### src/rtl/vram_arbiter_if.sv
// Requester, memory and grant signals shared between the VRAM arbiter and its surroundings.
// slave = arbiter side, master = requesters plus the VRAM port.
interface vram_arbiter_if #(
  parameter int ADDR_W = 16,
  parameter int DATA_W = 8
);
  logic              disp_req;
  logic [ADDR_W-1:0] disp_addr;
  logic              disp_ack;
  logic              disp_rvalid;
  logic [DATA_W-1:0] disp_rdata;

  logic              host_req;
  logic              host_we;
  logic [ADDR_W-1:0] host_addr;
  logic [DATA_W-1:0] host_wdata;
  logic              host_ack;
  logic              host_rvalid;
  logic [DATA_W-1:0] host_rdata;

  logic              cmd_req;
  logic [ADDR_W-1:0] cmd_addr;
  logic [DATA_W-1:0] cmd_wdata;
  logic              cmd_ack;

  logic [ADDR_W-1:0] mem_addr;
  logic [DATA_W-1:0] mem_data;
  logic              mem_wren;
  logic [DATA_W-1:0] mem_q;

  logic [1:0]        grant;

  modport slave (
    input  disp_req, disp_addr, host_req, host_we, host_addr, host_wdata,
           cmd_req, cmd_addr, cmd_wdata, mem_q,
    output disp_ack, disp_rvalid, disp_rdata, host_ack, host_rvalid, host_rdata,
           cmd_ack, mem_addr, mem_data, mem_wren, grant
  );

  modport master (
    output disp_req, disp_addr, host_req, host_we, host_addr, host_wdata,
           cmd_req, cmd_addr, cmd_wdata, mem_q,
    input  disp_ack, disp_rvalid, disp_rdata, host_ack, host_rvalid, host_rdata,
           cmd_ack, mem_addr, mem_data, mem_wren, grant
  );
endinterface

### src/rtl/vram_arbiter.sv
// Single-port VRAM arbiter: display favoured for up to DISP_BURST grants, then host/cmd round-robin.
// Grants are combinational (zero added latency); read data returns one cycle after the grant.
module vram_arbiter #(
  parameter int ADDR_W     = 16,
  parameter int DATA_W     = 8,
  parameter int DISP_BURST = 4
) (
  input logic           clock,
  input logic           reset_n,
  vram_arbiter_if.slave bus
);
  localparam int RUN_W = $clog2(DISP_BURST + 1);
  localparam logic [RUN_W-1:0] RUN_MAX = RUN_W'(DISP_BURST);

  typedef enum logic [1:0] {GNT_IDLE = 2'd0, GNT_DISP = 2'd1, GNT_HOST = 2'd2, GNT_CMD = 2'd3} grant_e;
  typedef enum logic [1:0] {OWN_NONE = 2'd0, OWN_DISP = 2'd1, OWN_HOST = 2'd2} owner_e;

  logic [RUN_W-1:0]  disp_run_q, disp_run_d;
  logic              rr_last_cmd_q, rr_last_cmd_d;
  owner_e            rd_owner_q, rd_owner_d;
  grant_e            gnt;
  logic              hc_req;
  logic [ADDR_W-1:0] addr_mux;
  logic [DATA_W-1:0] data_mux;
  logic              wren_mux;

  assign hc_req = bus.host_req | bus.cmd_req;

  // Reset holds the grant idle so nothing is acked or written while reset_n is low.
  always_comb begin
    gnt = GNT_IDLE;
    if (!reset_n) begin
      gnt = GNT_IDLE;
    end else if (bus.disp_req && ((disp_run_q < RUN_MAX) || !hc_req)) begin
      gnt = GNT_DISP;
    end else if (bus.host_req && bus.cmd_req) begin
      gnt = rr_last_cmd_q ? GNT_HOST : GNT_CMD;
    end else if (bus.host_req) begin
      gnt = GNT_HOST;
    end else if (bus.cmd_req) begin
      gnt = GNT_CMD;
    end
  end

  always_comb begin
    addr_mux = '0;
    data_mux = '0;
    wren_mux = 1'b0;
    case (gnt)
      GNT_DISP: addr_mux = bus.disp_addr;
      GNT_HOST: begin
        addr_mux = bus.host_addr;
        data_mux = bus.host_wdata;
        wren_mux = bus.host_we;
      end
      GNT_CMD: begin
        addr_mux = bus.cmd_addr;
        data_mux = bus.cmd_wdata;
        wren_mux = 1'b1;
      end
      default: ;
    endcase
  end

  always_comb begin
    disp_run_d    = '0;
    rr_last_cmd_d = rr_last_cmd_q;
    rd_owner_d    = OWN_NONE;
    case (gnt)
      GNT_DISP: begin
        disp_run_d = (disp_run_q == RUN_MAX) ? disp_run_q : disp_run_q + RUN_W'(1);
        rd_owner_d = OWN_DISP;
      end
      GNT_HOST: begin
        rr_last_cmd_d = 1'b0;
        if (!bus.host_we) rd_owner_d = OWN_HOST;
      end
      GNT_CMD: rr_last_cmd_d = 1'b1;
      default: ;
    endcase
  end

  // rr_last resets to "command" so the first host/command tie goes to the host.
  always_ff @(posedge clock) begin
    if (!reset_n) begin
      disp_run_q    <= '0;
      rr_last_cmd_q <= 1'b1;
      rd_owner_q    <= OWN_NONE;
    end else begin
      disp_run_q    <= disp_run_d;
      rr_last_cmd_q <= rr_last_cmd_d;
      rd_owner_q    <= rd_owner_d;
    end
  end

  assign bus.grant       = gnt;
  assign bus.disp_ack    = (gnt == GNT_DISP);
  assign bus.host_ack    = (gnt == GNT_HOST);
  assign bus.cmd_ack     = (gnt == GNT_CMD);
  assign bus.mem_addr    = addr_mux;
  assign bus.mem_data    = data_mux;
  assign bus.mem_wren    = wren_mux;
  assign bus.disp_rvalid = (rd_owner_q == OWN_DISP);
  assign bus.host_rvalid = (rd_owner_q == OWN_HOST);
  assign bus.disp_rdata  = bus.mem_q;
  assign bus.host_rdata  = bus.mem_q;
endmodule

### src/flat_wrapper.sv
// flat-port wrapper written by rule: the top's interface ports become plain ports
module vram_arbiter_flat 
#(
  parameter int ADDR_W     = 16,
  parameter int DATA_W     = 8,
  parameter int DISP_BURST = 4
)
  (clock, reset_n, bus_disp_req, bus_disp_addr, bus_host_req, bus_host_we, bus_host_addr, bus_host_wdata, bus_cmd_req, bus_cmd_addr, bus_cmd_wdata, bus_mem_q, bus_disp_ack, bus_disp_rvalid, bus_disp_rdata, bus_host_ack, bus_host_rvalid, bus_host_rdata, bus_cmd_ack, bus_mem_addr, bus_mem_data, bus_mem_wren, bus_grant);
  vram_arbiter_if #(.ADDR_W(ADDR_W), .DATA_W(DATA_W)) bus_i ();
  input logic clock;
  input logic reset_n;
  input wire logic [$bits(bus_i.disp_req)-1:0] bus_disp_req;
  input wire logic [$bits(bus_i.disp_addr)-1:0] bus_disp_addr;
  input wire logic [$bits(bus_i.host_req)-1:0] bus_host_req;
  input wire logic [$bits(bus_i.host_we)-1:0] bus_host_we;
  input wire logic [$bits(bus_i.host_addr)-1:0] bus_host_addr;
  input wire logic [$bits(bus_i.host_wdata)-1:0] bus_host_wdata;
  input wire logic [$bits(bus_i.cmd_req)-1:0] bus_cmd_req;
  input wire logic [$bits(bus_i.cmd_addr)-1:0] bus_cmd_addr;
  input wire logic [$bits(bus_i.cmd_wdata)-1:0] bus_cmd_wdata;
  input wire logic [$bits(bus_i.mem_q)-1:0] bus_mem_q;
  output wire logic [$bits(bus_i.disp_ack)-1:0] bus_disp_ack;
  output wire logic [$bits(bus_i.disp_rvalid)-1:0] bus_disp_rvalid;
  output wire logic [$bits(bus_i.disp_rdata)-1:0] bus_disp_rdata;
  output wire logic [$bits(bus_i.host_ack)-1:0] bus_host_ack;
  output wire logic [$bits(bus_i.host_rvalid)-1:0] bus_host_rvalid;
  output wire logic [$bits(bus_i.host_rdata)-1:0] bus_host_rdata;
  output wire logic [$bits(bus_i.cmd_ack)-1:0] bus_cmd_ack;
  output wire logic [$bits(bus_i.mem_addr)-1:0] bus_mem_addr;
  output wire logic [$bits(bus_i.mem_data)-1:0] bus_mem_data;
  output wire logic [$bits(bus_i.mem_wren)-1:0] bus_mem_wren;
  output wire logic [$bits(bus_i.grant)-1:0] bus_grant;
  assign bus_i.disp_req = bus_disp_req;
  assign bus_i.disp_addr = bus_disp_addr;
  assign bus_i.host_req = bus_host_req;
  assign bus_i.host_we = bus_host_we;
  assign bus_i.host_addr = bus_host_addr;
  assign bus_i.host_wdata = bus_host_wdata;
  assign bus_i.cmd_req = bus_cmd_req;
  assign bus_i.cmd_addr = bus_cmd_addr;
  assign bus_i.cmd_wdata = bus_cmd_wdata;
  assign bus_i.mem_q = bus_mem_q;
  assign bus_disp_ack = bus_i.disp_ack;
  assign bus_disp_rvalid = bus_i.disp_rvalid;
  assign bus_disp_rdata = bus_i.disp_rdata;
  assign bus_host_ack = bus_i.host_ack;
  assign bus_host_rvalid = bus_i.host_rvalid;
  assign bus_host_rdata = bus_i.host_rdata;
  assign bus_cmd_ack = bus_i.cmd_ack;
  assign bus_mem_addr = bus_i.mem_addr;
  assign bus_mem_data = bus_i.mem_data;
  assign bus_mem_wren = bus_i.mem_wren;
  assign bus_grant = bus_i.grant;
  vram_arbiter #(.ADDR_W(ADDR_W), .DATA_W(DATA_W), .DISP_BURST(DISP_BURST)) u_core (.clock(clock), .reset_n(reset_n), .bus(bus_i));
endmodule
### config.mk
export PLATFORM = sky130hd
export DESIGN_NAME = vram_arbiter_flat
export DESIGN_NICKNAME = d
export VERILOG_FILES = /design/src/rtl/vram_arbiter_if.sv /design/src/rtl/vram_arbiter.sv /design/src/flat_wrapper.sv
export SDC_FILE = /design/constraint.sdc
export NUM_CORES = 1
export LEC_CHECK = 0
export BUFFER_PORTS_ARGS = -buffer_cell sky130_fd_sc_hd__buf_2
export CORE_MARGIN = 5
export CORE_UTILIZATION = 33
export DETAILED_ROUTE_END_ITERATION = 10
export HOLD_SLACK_MARGIN = 0.12
export PLACE_DENSITY_LB_ADDON = 0.3
export SETUP_SLACK_MARGIN = 0.05
export SLEW_MARGIN = 20
export SYNTH_ARGS = -nofsm -noshare
export SYNTH_HDL_FRONTEND = slang
export SYNTH_SLANG_ARGS = --single-unit
### constraint.sdc
create_clock -name clock -period 2.97 [get_ports clock]
set_input_delay 0.594 -clock clock [delete_from_list [all_inputs] [get_ports clock]]
set_output_delay 0.594 -clock clock [all_outputs]
set_load 0.05 [all_outputs]
**Word level (Yosys, flattened, before mapping)**

Cells that the tools add are included.

- Add/sub/neg operators: 1
- $lt $le $gt $ge: 1
- Eq/ne operators: 6
- Muxes and demuxes: 12
- Bitwise logic cells: 1
- Reductions and logical operators: 6

Operators with widths:

| kind | number |
|---|---|
| one-hot mux 16 bit (3 select lines) | 1 |
| one-hot mux 8 bit (2 select lines) | 1 |
| two-way mux 2 bit | 6 |
| equality test 2 bit (second input constant) | 3 |
| equality test 2 x 1 -> 1 bit (second input constant) | 2 |
| one-hot mux 1 bit (2 select lines) | 2 |
| one-hot mux 2 bit (2 select lines) | 1 |
| adder 3 x 1 -> 3 bit (second input constant) | 1 |
| equality test 3 bit (second input constant) | 1 |
| < comparator 3 bit (second input constant) | 1 |
| logical AND 1 bit | 2 |
| AND reduction 2 bit | 1 |
| nonzero test 2 bit | 1 |
| logical NOT 1 bit | 1 |
| logical OR 1 bit | 1 |
| two-way mux 1 bit | 1 |
| bitwise OR 1 bit | 1 |

- Bits in registers: 6
- Bits of input ports: 78
- Output and inout port bits: 48
- Word-level logic and storage cells: 30

**Longest topological paths before layout**

Gate-level depths: netlist of the first run.

- Word-level depth: 8
- Depth in mapped cells: 5
- Gate-level depth less buffers: 5

**Least setup slack after synthesis of the first run**

No wires, ideal clock.

- Kind: input -> output
- Start point: input port bus_disp_req
- End point: output port bus_mem_wren
- Data arrival time: 2.337 ns
- Required time: 2.376 ns
- Setup slack: 0.039 ns
- Stages: 4
- Buffers on the path: 2
- Cells stage by stage: clkbuf_1 clkbuf_1 o22ai_1 a211oi_1

- Word-level cells in the longest chain between the ends: 5
- Elaborated cells between the ends (all ways): 6
- Those cells by class: eq/ne (2); mux (3); reduce/logical (1)

Ends and longest elaborated chain:

| element | line | text |
|---|---|---|
| from (decl) | flat_wrapper.sv:12 | `input wire logic [$bits(bus_i.disp_req)-1:0] bus_disp_req;` |
| logical AND 1 bit (*) | vram_arbiter.sv:34 | `end else if (bus.disp_req && ((disp_run_q < RUN_MAX) \|\| !hc_req)) begin` |
| two-way mux 2 bit (*) | vram_arbiter.sv:34 |  |
| two-way mux 2 bit (*) | vram_arbiter.sv:32 | `if (!reset_n) begin` |
| equality test 2 bit | vram_arbiter.sv:49 | `case (gnt)` |
| one-hot mux 1 bit (2 select lines) (*) | vram_arbiter.sv:49 |  |
| to (decl) | flat_wrapper.sv:31 | `output wire logic [$bits(bus_i.mem_wren)-1:0] bus_mem_wren;` |

Mark *: on every way between the ends. The rest lies on a longest branch, timed or not.

**Worst setup path in the final report of the first run**

- Start point: input port bus_cmd_req
- End point: output port bus_mem_data[4]

- Word-level cells in the longest chain between the ends: 8
- Elaborated cells between the ends (all ways): 13
- Those cells by class: eq/ne (2); mux (6); bitwise (1); reduce/logical (4)

Ends and longest elaborated chain:

| element | line | text |
|---|---|---|
| from (decl) | flat_wrapper.sv:18 | `input wire logic [$bits(bus_i.cmd_req)-1:0] bus_cmd_req;` |
| bitwise OR 1 bit | vram_arbiter.sv:27 | `assign hc_req = bus.host_req \| bus.cmd_req;` |
| logical NOT 1 bit | vram_arbiter.sv:34 |  |
| logical OR 1 bit | vram_arbiter.sv:34 |  |
| logical AND 1 bit | vram_arbiter.sv:34 |  |
| two-way mux 2 bit (*) | vram_arbiter.sv:34 |  |
| two-way mux 2 bit (*) | vram_arbiter.sv:32 |  |
| equality test 2 bit | vram_arbiter.sv:49 |  |
| one-hot mux 8 bit (2 select lines) (*) | vram_arbiter.sv:49 |  |
| to (decl) | flat_wrapper.sv:30 | `output wire logic [$bits(bus_i.mem_data)-1:0] bus_mem_data;` |

Marked as above.

==> results of run 1 <==
==> cell type report <==
class | instances | area [sq um]
Inverter | 6 | 22.5
Fill cell | 291 | 1410
Sequential cell | 6 | 120
Clock buffer | 3 | 22.5
Multi-Input combinational cell | 73 | 622
Tap cell | 31 | 38.8
Timing Repair Buffer | 103 | 520
==> through the flow <==
stage / setup slack (ns) / cell area, sq um / util (%) / hold WS (ns) / std cells
floorplan: 0.488 / 960 / - / 0.476 / 111
global placement: 0.521 / 1320 / 48.0 / 0.486 / 219
detailed placement: 0.489 / 1320 / 48.0 / 0.524 / 219
CTS: 0.489 / 1350 / 48.8 / 0.524 / 222
global route: 0.410 / 1350 / 48.8 / 0.533 / 222
finish: 0.494 / 1350 / 48.8 / 0.521 / 222
==> registers in the layout, indices dropped and copies added (netlist names) <==
register	flops
u_core.rr_last_cmd_q	1
u_core.disp_run_q	3
u_core.rd_owner_q	2
==> cell families after synthesis <==
family	count (synthesis)	share of synthesized area [%]
compound gates	32	30.8
xor+xnor	1	0.918
fa+ha+maj	2	2.62
buf+inv	32	22.8
flops	6	12.6
simple gates	38	30.3
==> synthesized netlist by cell type, drive strengths merged <==
cell	n
a211oi	1
and2b	1
nor4b	1
nor4	1
xnor2	1
inv	6
and4	17
o31a	1
nor3	1
nand3	2
a22o	8
nand2	5
nor2	6
o21ai	2
o22ai	1
clkbuf	5
nor2b	3
buf	21
dfxtp	6
a21oi	2
a221o	16
nand2b	1
o21ba	1
ha	2
==> layer usage <==
metal  global-route usage (%)  vias up  wire [um]
li1                         -      582          -
met1                     18.2      556       1300
met2                     29.5       68       1820
met3                     3.85        2        367
met4                     2.34        0         10
met5                        0        -          0
==> path summary, 6_finish.rpt <==
check        slack, ns                  from              endpoint
max reg2reg       1.74  u_core.disp_run_q[2]  u_core.rd_owner_q[1]
max               0.49           bus_cmd_req       bus_mem_data[4]
min reg2reg       0.52  u_core.disp_run_q[1]  u_core.disp_run_q[1]
min               0.52  u_core.disp_run_q[1]  u_core.disp_run_q[1]
==> power breakdown <==
part / switching, W / internal (W) / leakage (nW)
clock: 0.0000292 / 0.0000457 / 0.0138
sequential: 0.00000281 / 0.0000843 / 0.0492
combinational: 0.000155 / 0.0000837 / 0.697
total: 0.000187 / 0.000214 / 0.760
==> placed cells by master (no fill, tap or decap), types with 2 or more instances in the layout <==
cell and n:
buf_2 101, and4_1 16, a221o_1 11, a22o_1 8
inv_1 6, nor2_1 6, dfxtp_1 6, nand2_1 5
a221o_2 5, clkbuf_4 3, nand3_1 2, nor2b_1 2
a21oi_1 2, ha_1 2, buf_4 2
==> worst min-delay path, cell delays in order, from the launching register on <==
cell and delay (ns):
dfxtp_1 0.32, nand3_1 0.09, a21oi_1 0.06
==> impl_results.md, run 1 <==
- Req. time, crit path: between 2 and 2.5 ns
- Largest cells by area after synthesis: and4_1 15%, dfxtp_1 13%, buf_4 13%
- Yosys top cell by area: and4_1
- Outcome: complete, no violations
- Post CTS Setup Buffer Count: 0
- Post-synthesis instance total: 111
- Nets: between 200 and 300
- Chip width: 63.8 um
- Period utilization: between 80% and 90%
- Buffer and inverter count on the worst path: 3
- # clock sinks: 6
- RSZ-0062 raised after global routing: false
- Yosys cell types: 29
- Gpl congestion: 0.731
- Final Hold Fails: 0
- Clock Tree Root: clkbuf_4
- Core footprint: between 2000 and 3000 sq um
- Avg Cell Area, Syn: 8.60 sq um
- Routed len/inst: 15.7 um
- Max-slew headroom: around 66%
- Clock latency on the worst-skew pair: about 0.24 ns
- Site Rows: 19
- Pwr Density: between 200 and 300 nW/um^2
- Crit path depth: 6
- Post-synth top area share: 14.7%
- Highest Clock Rate: a little over 0.4 GHz
- Worst Hold Path Cells: 2
- # IOs: approximately 130
- FF-to-FF path depth: 3
- DRT iter0 DRCs: 28
- DPL Wire Length: 3000 um
- Vias/cell: 5.44
- First-pass GRT wire length: ~5400 um
- Clock slew seen by the registers of the worst setup and hold paths: 0.05 ns
- CP max FO: 25
- Post-DRT Antenna Nets: 0
- Tot GR Track Use: 15.8%
- Final number of setup-violating endpoints: 0
- Max Cap Violations: 0
- CTS H-Tree Depth: 1
- Synthesized Nets: 191
- Vias in the first global route: about 1200
- Die Height: 63.8 um
- Total power: 0.000401 W
- Crit path launch type: primary input
- Worst-margin pin slew: slightly above 0.5 ns
- Final setup TNS: 0 ns
- Area grow syn2layout: 41.0%
- Sequential share of the synthesized area: between 10 and 15%
- Crit path cell chain: buf_2, and2b_4, nor4b_4, buf_4, a22o_1, buf_2
- Congestion Overflow GR: 0
- Crit-path slowest cell: buf_4
- Via Count: 1208
- Die area: 4070 sq um
- Crit Path Category: primary input to output pin
- Pleak: 0.760 nW
- Antenna violations before repair: 0
- Clock skew: 0.000744 ns
- Port Buf Inserts: 101
- Total Wirelength: 3490 um
- Post_cts resized: 0
- CP dominant cell by count: buf_2
- Residual DRC: 0
- Pin count of the biggest net entering global routing: 26
- Endpoint class of the critical path: output pin
- Crit-path leading delay family: buffers and inverters
- Pre-Repair DR Iteration Count: 4
- Clock buffer depth: 2
- Synthesized area: 955 sq um
- Worst path max stage delay: slightly below 0.3 ns
- Final min period: 2.48 ns
- Share of layout cells above drive strength 1: 63.4%
- Max-slew violations: 0
- Worst hold path class: flop to flop
- # diodes: 0
- Hold_buf cts: 0
- CTS tree: built
- CP arrival: between 1.5 and 2 ns
- Worst IR Drop VDD: approximately 0.00025 V
- Total clock buffers created by CTS: 3
- Synth warn: 0
- Initial Util: 34.6%
- Synthesized flop and latch total: 6
Power figures use the tool's default switching activity.
==> run 2, diff against run 1 <==
Settings changed: CORE_UTILIZATION 33 to 28.
Clock period 2.97 ns to 2 ns, I/O delays scaled along.
==> run 2 against run 1 <==
Compared with the run above:
- the flow now finishes with violations (setup timing)
- critical path depth is the same
- register-to-register slack lost 1.0 ns
- clock power grew 50%
- global-route usage shrank 0.87 points
- cell count grew 13%
- cell area grew 31%
- wire length grew 20%
- largest cell class is now buffers
- largest power group unchanged
==> impl_results.md, run 2 (synthesized netlist as in run 1, its figures left out) <==
- Outcome: finished, violations left (was complete, no violations)
- Failing checks: setup timing
- WHS: 0.334 ns (was 0.521 ns)
- Crit-path slowest cell: a221o_2 (was buf_4)
- Final number of setup-violating endpoints: 25 (was 0)
- Largest registers: u_core.disp_run_q: 3 flops, u_core.rd_owner_q: 2 flops, u_core.rr_last_cmd_q: 1 flops (unchanged)
- Port Buf Inserts: 101 (unchanged)
- Residual DRC: 0 (unchanged)
- Nets: 286 (was 273)
- Power share of the clock group: 16.1% (was 18.7%)
- Grt met3 use: 6.40% (was 3.85%)
- Max Cap Violations: 0 (unchanged)
- Total power: 0.000696 W (was 0.000401 W)
- Die Height: 68.4 um (was 63.8 um)
- # diodes: 0 (unchanged)
- # IOs: 126 (unchanged)
- CP max FO: 12 (was 25)
- Max-slew headroom: 77.6% (was 66.0%)
- Site Rows: 21 (was 19)
- CP dominant cell by count: buf_6 (was buf_2)
- Fin area: 1760 sq um (was 1350 sq um)
- M1 GR Usage: 16.3% (was 18.2%)
- Int Power: 0.000393 W (was 0.000214 W)
- Pre-Repair DR Iteration Count: 4 (unchanged)
- DRT iter0 DRCs: 50 (was 28)
- Crit path launch type: flop (was primary input)
- Post-DRT Antenna Nets: 0 (unchanged)
- CTS tree: built (unchanged)
- Gpl congestion: 0.759 (was 0.731)
- Worst path max stage delay: 0.34 ns (was 0.29 ns)
- Endpoint class of the critical path: output pin (unchanged)
- Antenna violations before repair: 1 (was 0)
- Clock Tree Root: clkbuf_4 (unchanged)
- Grt met2 use: 25.6% (was 29.5%)
- Final cell count without fillers: 250 (was 222)
- Congestion Overflow GR: 0 (unchanged)
- Final worst setup slack: -0.0672 ns (was 0.494 ns)
- Pin count of the biggest net entering global routing: 26 (unchanged)
- Area post-placement: 1480 sq um (was 1320 sq um)
- P_sw: 0.000303 W (was 0.000187 W)
- Busiest grt layer: met2 (unchanged)
- Routed len/inst: 16.7 um (was 15.7 um)
- Req. time, crit path: 1.60 ns (was 2.38 ns)
- CP arrival: 1.67 ns (was 1.88 ns)
- # clock sinks: 6 (unchanged)
- Max-slew violations: 0 (unchanged)
- Total Wirelength: 4170 um (was 3490 um)
- Highest Clock Rate: 0.484 GHz
- Clock latency on the worst-skew pair: 0.25 ns (was 0.24 ns)
- Commonest non-fill, non-tap cell in the layout: buf_2 (unchanged)
- Logic pwr share: 65.4% (was 59.5%)
- Total clock buffers created by CTS: 3 (unchanged)
- Placed Instances: 243 (was 219)
- Crit path cell chain: and2b_4, nor4b_4, buf_6, clkbuf_16, a221o_2, buf_6 (was buf_2, and2b_4, nor4b_4, buf_4, a22o_1, buf_2)
- Initial Util: 28.8% (was 34.6%)
- Pwr Density: 395 nW/um^2 (was 298 nW/um^2)
- Worst-margin pin slew: 0.334 ns (was 0.511 ns)
- Pleak: 0.895 nW (was 0.760 nW)
- Period utilization: 103%
- DPL Wire Length: 3010 um (was 3000 um)
- Chip width: 68.4 um (was 63.8 um)
- Final Hold Fails: 0 (unchanged)
- Tot GR Track Use: 14.9% (was 15.8%)
- Die area: 4680 sq um (was 4070 sq um)
- Clock slew seen by the registers of the worst setup and hold paths: 0.04 ns (was 0.05 ns)
- Crit Path Category: flop to output pin (was primary input to output pin)
- Worst IR Drop VDD: 0.000347 V (was 0.000253 V)
- Clock buffer depth: 2 (unchanged)
- Vias/cell: 5.05 (was 5.44)
- RSZ-0062 raised after global routing: true (was false)
- Setup slack at placement: -0.00552 ns (was 0.489 ns)
- Top reg by flops: u_core.disp_run_q (unchanged)
- Share of layout cells above drive strength 1: 76.5% (was 63.4%)
- Core footprint: 3310 sq um (was 2760 sq um)
- First-pass GRT wire length: 5240 um (was 5440 um)
- Clock skew: 0.00378 ns (was 0.000744 ns)
- Area grow syn2layout: 84.7% (was 41.0%)
- Vias in the first global route: 1117 (was 1162)
- Reg2reg setup slack: 0.70 ns (was 1.74 ns)
- Net Sw Frac: 43.5% (was 46.6%)
- Most frequent cells in the layout: 74 x buf_2, 24 x buf_6, 16 x and4_1, 16 x a221o_2, 10 x buf_4 (was 101 x buf_2, 16 x and4_1, 11 x a221o_1, 8 x a22o_1)
- CTS H-Tree Depth: 1 (unchanged)
- Max reg flops: 3 (unchanged)
- Final min period: 2.07 ns
- Via Count: 1263 (was 1208)
- Reg power frac: 18.5% (was 21.7%)
- Worst hold path class: primary input to flop (was flop to flop)
[run 2: cell types whose count changed in the layout (fill, tap and decap cells not counted), moves of 3 or more]
cell     before  now
a221o_2       5   16
buf_6         0   24
buf_12        0    3
buf_4         2   10
a22o_2        0    8
a221o_1      11    0
a22o_1        8    0
buf_2       101   74
[run 2: worst paths after layout]
path / startpoint / endpoint / cells past startpoint
max: u_core.rr_last_cmd_q / bus_mem_addr[0] / 6
min: bus_host_we / u_core.rd_owner_q[1] / 2
max reg2reg: u_core.rr_last_cmd_q / u_core.rd_owner_q[1] / 4
min reg2reg: u_core.disp_run_q[1] / u_core.disp_run_q[1] / 2
[run 2: power by group through the flow]
stage	clock network (W)	logic (W)	registers (W)
after global routing	0.000132	0.000478	0.000129
after floorplan	0	0.000337	0.000130
after CTS	0.000117	0.000429	0.000129
after global placement	0	0.000377	0.000131
after detailed placement	0	0.000380	0.000131
final	0.000112	0.000455	0.000129
[run 2: metrics by stage]
step	utilization, %	TNS (ns)
after detailed placement	44.7	-0.00552
after global placement	44.7	0
final	53.3	-1.22
after global routing	53.3	-3.35
after floorplan	-	0
after CTS	50.0	-0.717
[run 2: metal layers]
layer  wire length (um)  share of wire (%)  up-vias
met3                534                 13       12
met1               1500                 36      554
met4                 59                1.4        2
li1                   -                  -      610
met5                  7               0.17        -
met2               2070                 50       85
[run 2: cell type report]
type                    instances  area (sq um)
clock buffers                   3          22.5
repair buffers                115           856
inverters                       6          22.5
multi-input cells              74           682
well taps                      46          57.6
flip-flops and latches          6           123
fillers                       311          1550
[run 2: what timing repair did]
item                                   4_1_cts  5_1_grt
buffers inserted                             0        2
gates cloned                                 0        3
endpoints found under the hold margin        0        0
hold buffers                                 0        0
gates resized for setup                     50       11
pin swaps                                    1        3
setup endpoints to repair                   27       27
[run 2: critical path: cells and delay by family, from the launching register on]
kind | cells | cell delay, ns
AOI/OAI and AO/OA | 1 | 0.34
buffers and inverters | 3 | 0.46
DFF | 1 | 0.32
and+or+nand+nor | 2 | 0.31
==> run 3, diff against run 2 <==
==> constraint.sdc (replaced) <==
create_clock -name clock -period 2 [get_ports clock]
set_input_delay 0.4 -clock clock [delete_from_list [all_inputs] [get_ports clock]]
set_output_delay 0.4 -clock clock [all_outputs]
set_load 0.02 [all_outputs]
==> run 3 against run 2 <==
Compared with the run above:
- clock skew is 0.0031 ns lower
- the flow now finishes without violations
- die area stayed put
- cell area is 11% lower
- non-clock buffer count is 9 lower
==> impl_results.md, run 3 (synthesized netlist as in run 1, its figures left out) <==
- Total Wirelength: 3960 um (was 4170 um)
- Reg2reg setup slack: 0.87 ns (was 0.70 ns)
- Core footprint: 3310 sq um (unchanged)
- Initial Util: 28.8% (unchanged)
- Via Count: 1238 (was 1263)
- Outcome: complete, no violations (was finished, violations left)
- Pin count of the biggest net entering global routing: 26 (unchanged)
- Crit path launch type: flop (unchanged)
- Placed Instances: 237 (was 243)
- DRT iter0 DRCs: 29 (was 50)
- Post-DRT Antenna Nets: 0 (unchanged)
- Port Buf Inserts: 101 (unchanged)
- Highest Clock Rate: 0.509 GHz (was 0.484 GHz)
- Commonest non-fill, non-tap cell in the layout: buf_2 (unchanged)
- First-pass GRT wire length: 5140 um (was 5240 um)
- Tot GR Track Use: 14.4% (was 14.9%)
- Endpoint class of the critical path: output pin (unchanged)
- Nets: 278 (was 286)
- R2r endpoint: u_core.rd_owner_q[1] (unchanged)
- Post CTS Setup Buffer Count: 0 (unchanged)
- RSZ-0062 raised after global routing: true (unchanged)
- Vias in the first global route: 1164 (was 1117)
- # diodes: 0 (unchanged)
- Die Height: 68.4 um (unchanged)
- Critical R2R Launch: u_core.rr_last_cmd_q (unchanged)
- CP max FO: 12 (unchanged)
- Req. time, crit path: 1.60 ns (about the same)
- Hold Path End: u_core.rd_owner_q[1] (unchanged)
- Final cell count without fillers: 242 (was 250)
- M1 GR Usage: 14.4% (was 16.3%)
- Area post-placement: 1370 sq um (was 1480 sq um)
- Max Cap Violations: 0 (unchanged)
- Top reg by flops: u_core.disp_run_q (unchanged)
- Area grow syn2layout: 63.8% (was 84.7%)
- Max reg flops: 3 (unchanged)
- FF-to-FF path depth: 3 (was 4)
- Share of layout cells above drive strength 1: 64.8% (was 76.5%)
- Max-slew headroom: 83.1% (was 77.6%)
- Congestion Overflow GR: 0 (unchanged)
- Worst hold path class: primary input to flop (unchanged)
- CTS H-Tree Depth: 1 (unchanged)
- Clock skew: 0.000707 ns (was 0.00378 ns)
- Clock buffer depth: 2 (unchanged)
- Busiest grt layer: met2 (unchanged)
- Crit Path Category: flop to output pin (unchanged)
- Final number of setup-violating endpoints: 0 (was 25)
- Total clock buffers created by CTS: 3 (unchanged)
- Max-slew violations: 0 (unchanged)
- Residual DRC: 0 (unchanged)
- Period utilization: 98.2% (was 103%)
- Pwr Density: 352 nW/um^2 (was 395 nW/um^2)
- Chip width: 68.4 um (unchanged)
- Vias/cell: 5.12 (was 5.05)
- Final setup TNS: 0 ns (was -1.22 ns)
- Final worst setup slack: 0.0361 ns (was -0.0672 ns)
- Worst Hold Path Cells: 2 (unchanged)
- Setup slack at placement: 0.0555 ns (was -0.00552 ns)
- Worst-margin pin slew: 0.253 ns (was 0.334 ns)
- Final min period: 1.96 ns (was 2.07 ns)
- CTS tree: built (unchanged)
- # clock sinks: 6 (unchanged)
- Fin area: 1560 sq um (was 1760 sq um)
- Die area: 4680 sq um (unchanged)
- DPL Wire Length: 2880 um (was 3010 um)
- Clock latency on the worst-skew pair: 0.23 ns (was 0.25 ns)
- Gpl congestion: 0.784 (was 0.759)
- Antenna violations before repair: 0 (was 1)
- Min-delay src: bus_host_we (unchanged)
- Pleak: 0.812 nW (was 0.895 nW)
- Routed len/inst: 16.4 um (was 16.7 um)
- Final Hold Fails: 0 (unchanged)
- Grt met2 use: 28.6% (was 25.6%)
- Clock slew seen by the registers of the worst setup and hold paths: 0.04 ns (about the same)
- Most frequent cells in the layout: 78 x buf_2, 21 x buf_6, 16 x and4_1, 11 x a221o_1, 8 x a22o_1 (was 74 x buf_2, 24 x buf_6, 16 x and4_1, 16 x a221o_2, 10 x buf_4)
- Grt met3 use: 3.94% (was 6.40%)
- Site Rows: 21 (unchanged)
- Clock Tree Root: clkbuf_4 (unchanged)
- CP arrival: 1.56 ns (was 1.67 ns)
- Pre-Repair DR Iteration Count: 5 (was 4)
- # IOs: 126 (unchanged)
- Worst IR Drop VDD: 0.000297 V (was 0.000347 V)
- Largest registers: u_core.disp_run_q: 3 flops, u_core.rd_owner_q: 2 flops, u_core.rr_last_cmd_q: 1 flops (unchanged)
- Util after Layout: 47.2% (was 53.3%)
run 3: changes by cell type in the layout (fill, tap and decap cells not counted), sizes merged:
| cell | before | now |
|---|---|---|
| and4 | 18 | 19 |
| buf | 113 | 106 |
| clkbuf | 5 | 3 |
run 3: repair_timing:
| action | 4_1_cts | 5_1_grt |
|---|---|---|
| gates resized for setup | 2 | 48 |
| hold buffers | 0 | 0 |
| setup endpoints to repair | 25 | 24 |
| gates cloned | 2 | 0 |
| hold endpoints to repair | 0 | 0 |
| pin swaps | 0 | 1 |
run 3: report_power, final:
group	leakage, nW	switching [W]	internal [W]
Clock	0.0138	0.0000377	0.0000675
Sequential	0.0497	0.00000361	0.000124
Combinational	0.749	0.000151	0.000166
Total	0.812	0.000193	0.000358
run 3: routing by layer:
metal | wire length [um] | part of all wire, % | vias up
li1 | - | - | 597
met1 | 1440 | 36 | 559
met2 | 2000 | 51 | 72
met3 | 475 | 12 | 10
met4 | 40 | 1.0 | 0
met5 | 0 | 0 | -
run 3: critical path, stage by stage (launching register included):
cell      delay, ns
dfxtp_4        0.37
nand2b_4       0.17
and4_4         0.24
a221o_2        0.38
buf_2          0.16
run 3: layout make-up:
cell class	count	area, sq um
tap	46	57.6
inverter	6	22.5
timing repair buffer	106	692
fill	333	1750
clock buffer	3	22.5
sequential	6	125
multi-input combinational	75	644
run 3: worst max-delay path by stage:
stage	start	end	slack [ns]
after floorplan	bus_disp_req	bus_mem_wren	0.09
after global placement	bus_disp_req	bus_mem_addr[7]	0.07
after detailed placement	bus_disp_req	bus_mem_addr[6]	0.06
after CTS	u_core.rr_last_cmd_q	bus_mem_addr[6]	0.03
after global routing	u_core.rr_last_cmd_q	bus_mem_addr[6]	-0.01
final	u_core.disp_run_q[2]	bus_mem_addr[8]	0.04
run 3: stage by stage:
step	total power, W	hold slack, ns
2_1_floorplan	0.000326	0.471
3_3_place_gp	0.000397	0.499
3_5_place_dp	0.000398	0.504
4_1_cts	0.000513	0.341
5_1_grt	0.000588	0.340
6_report	0.000550	0.344
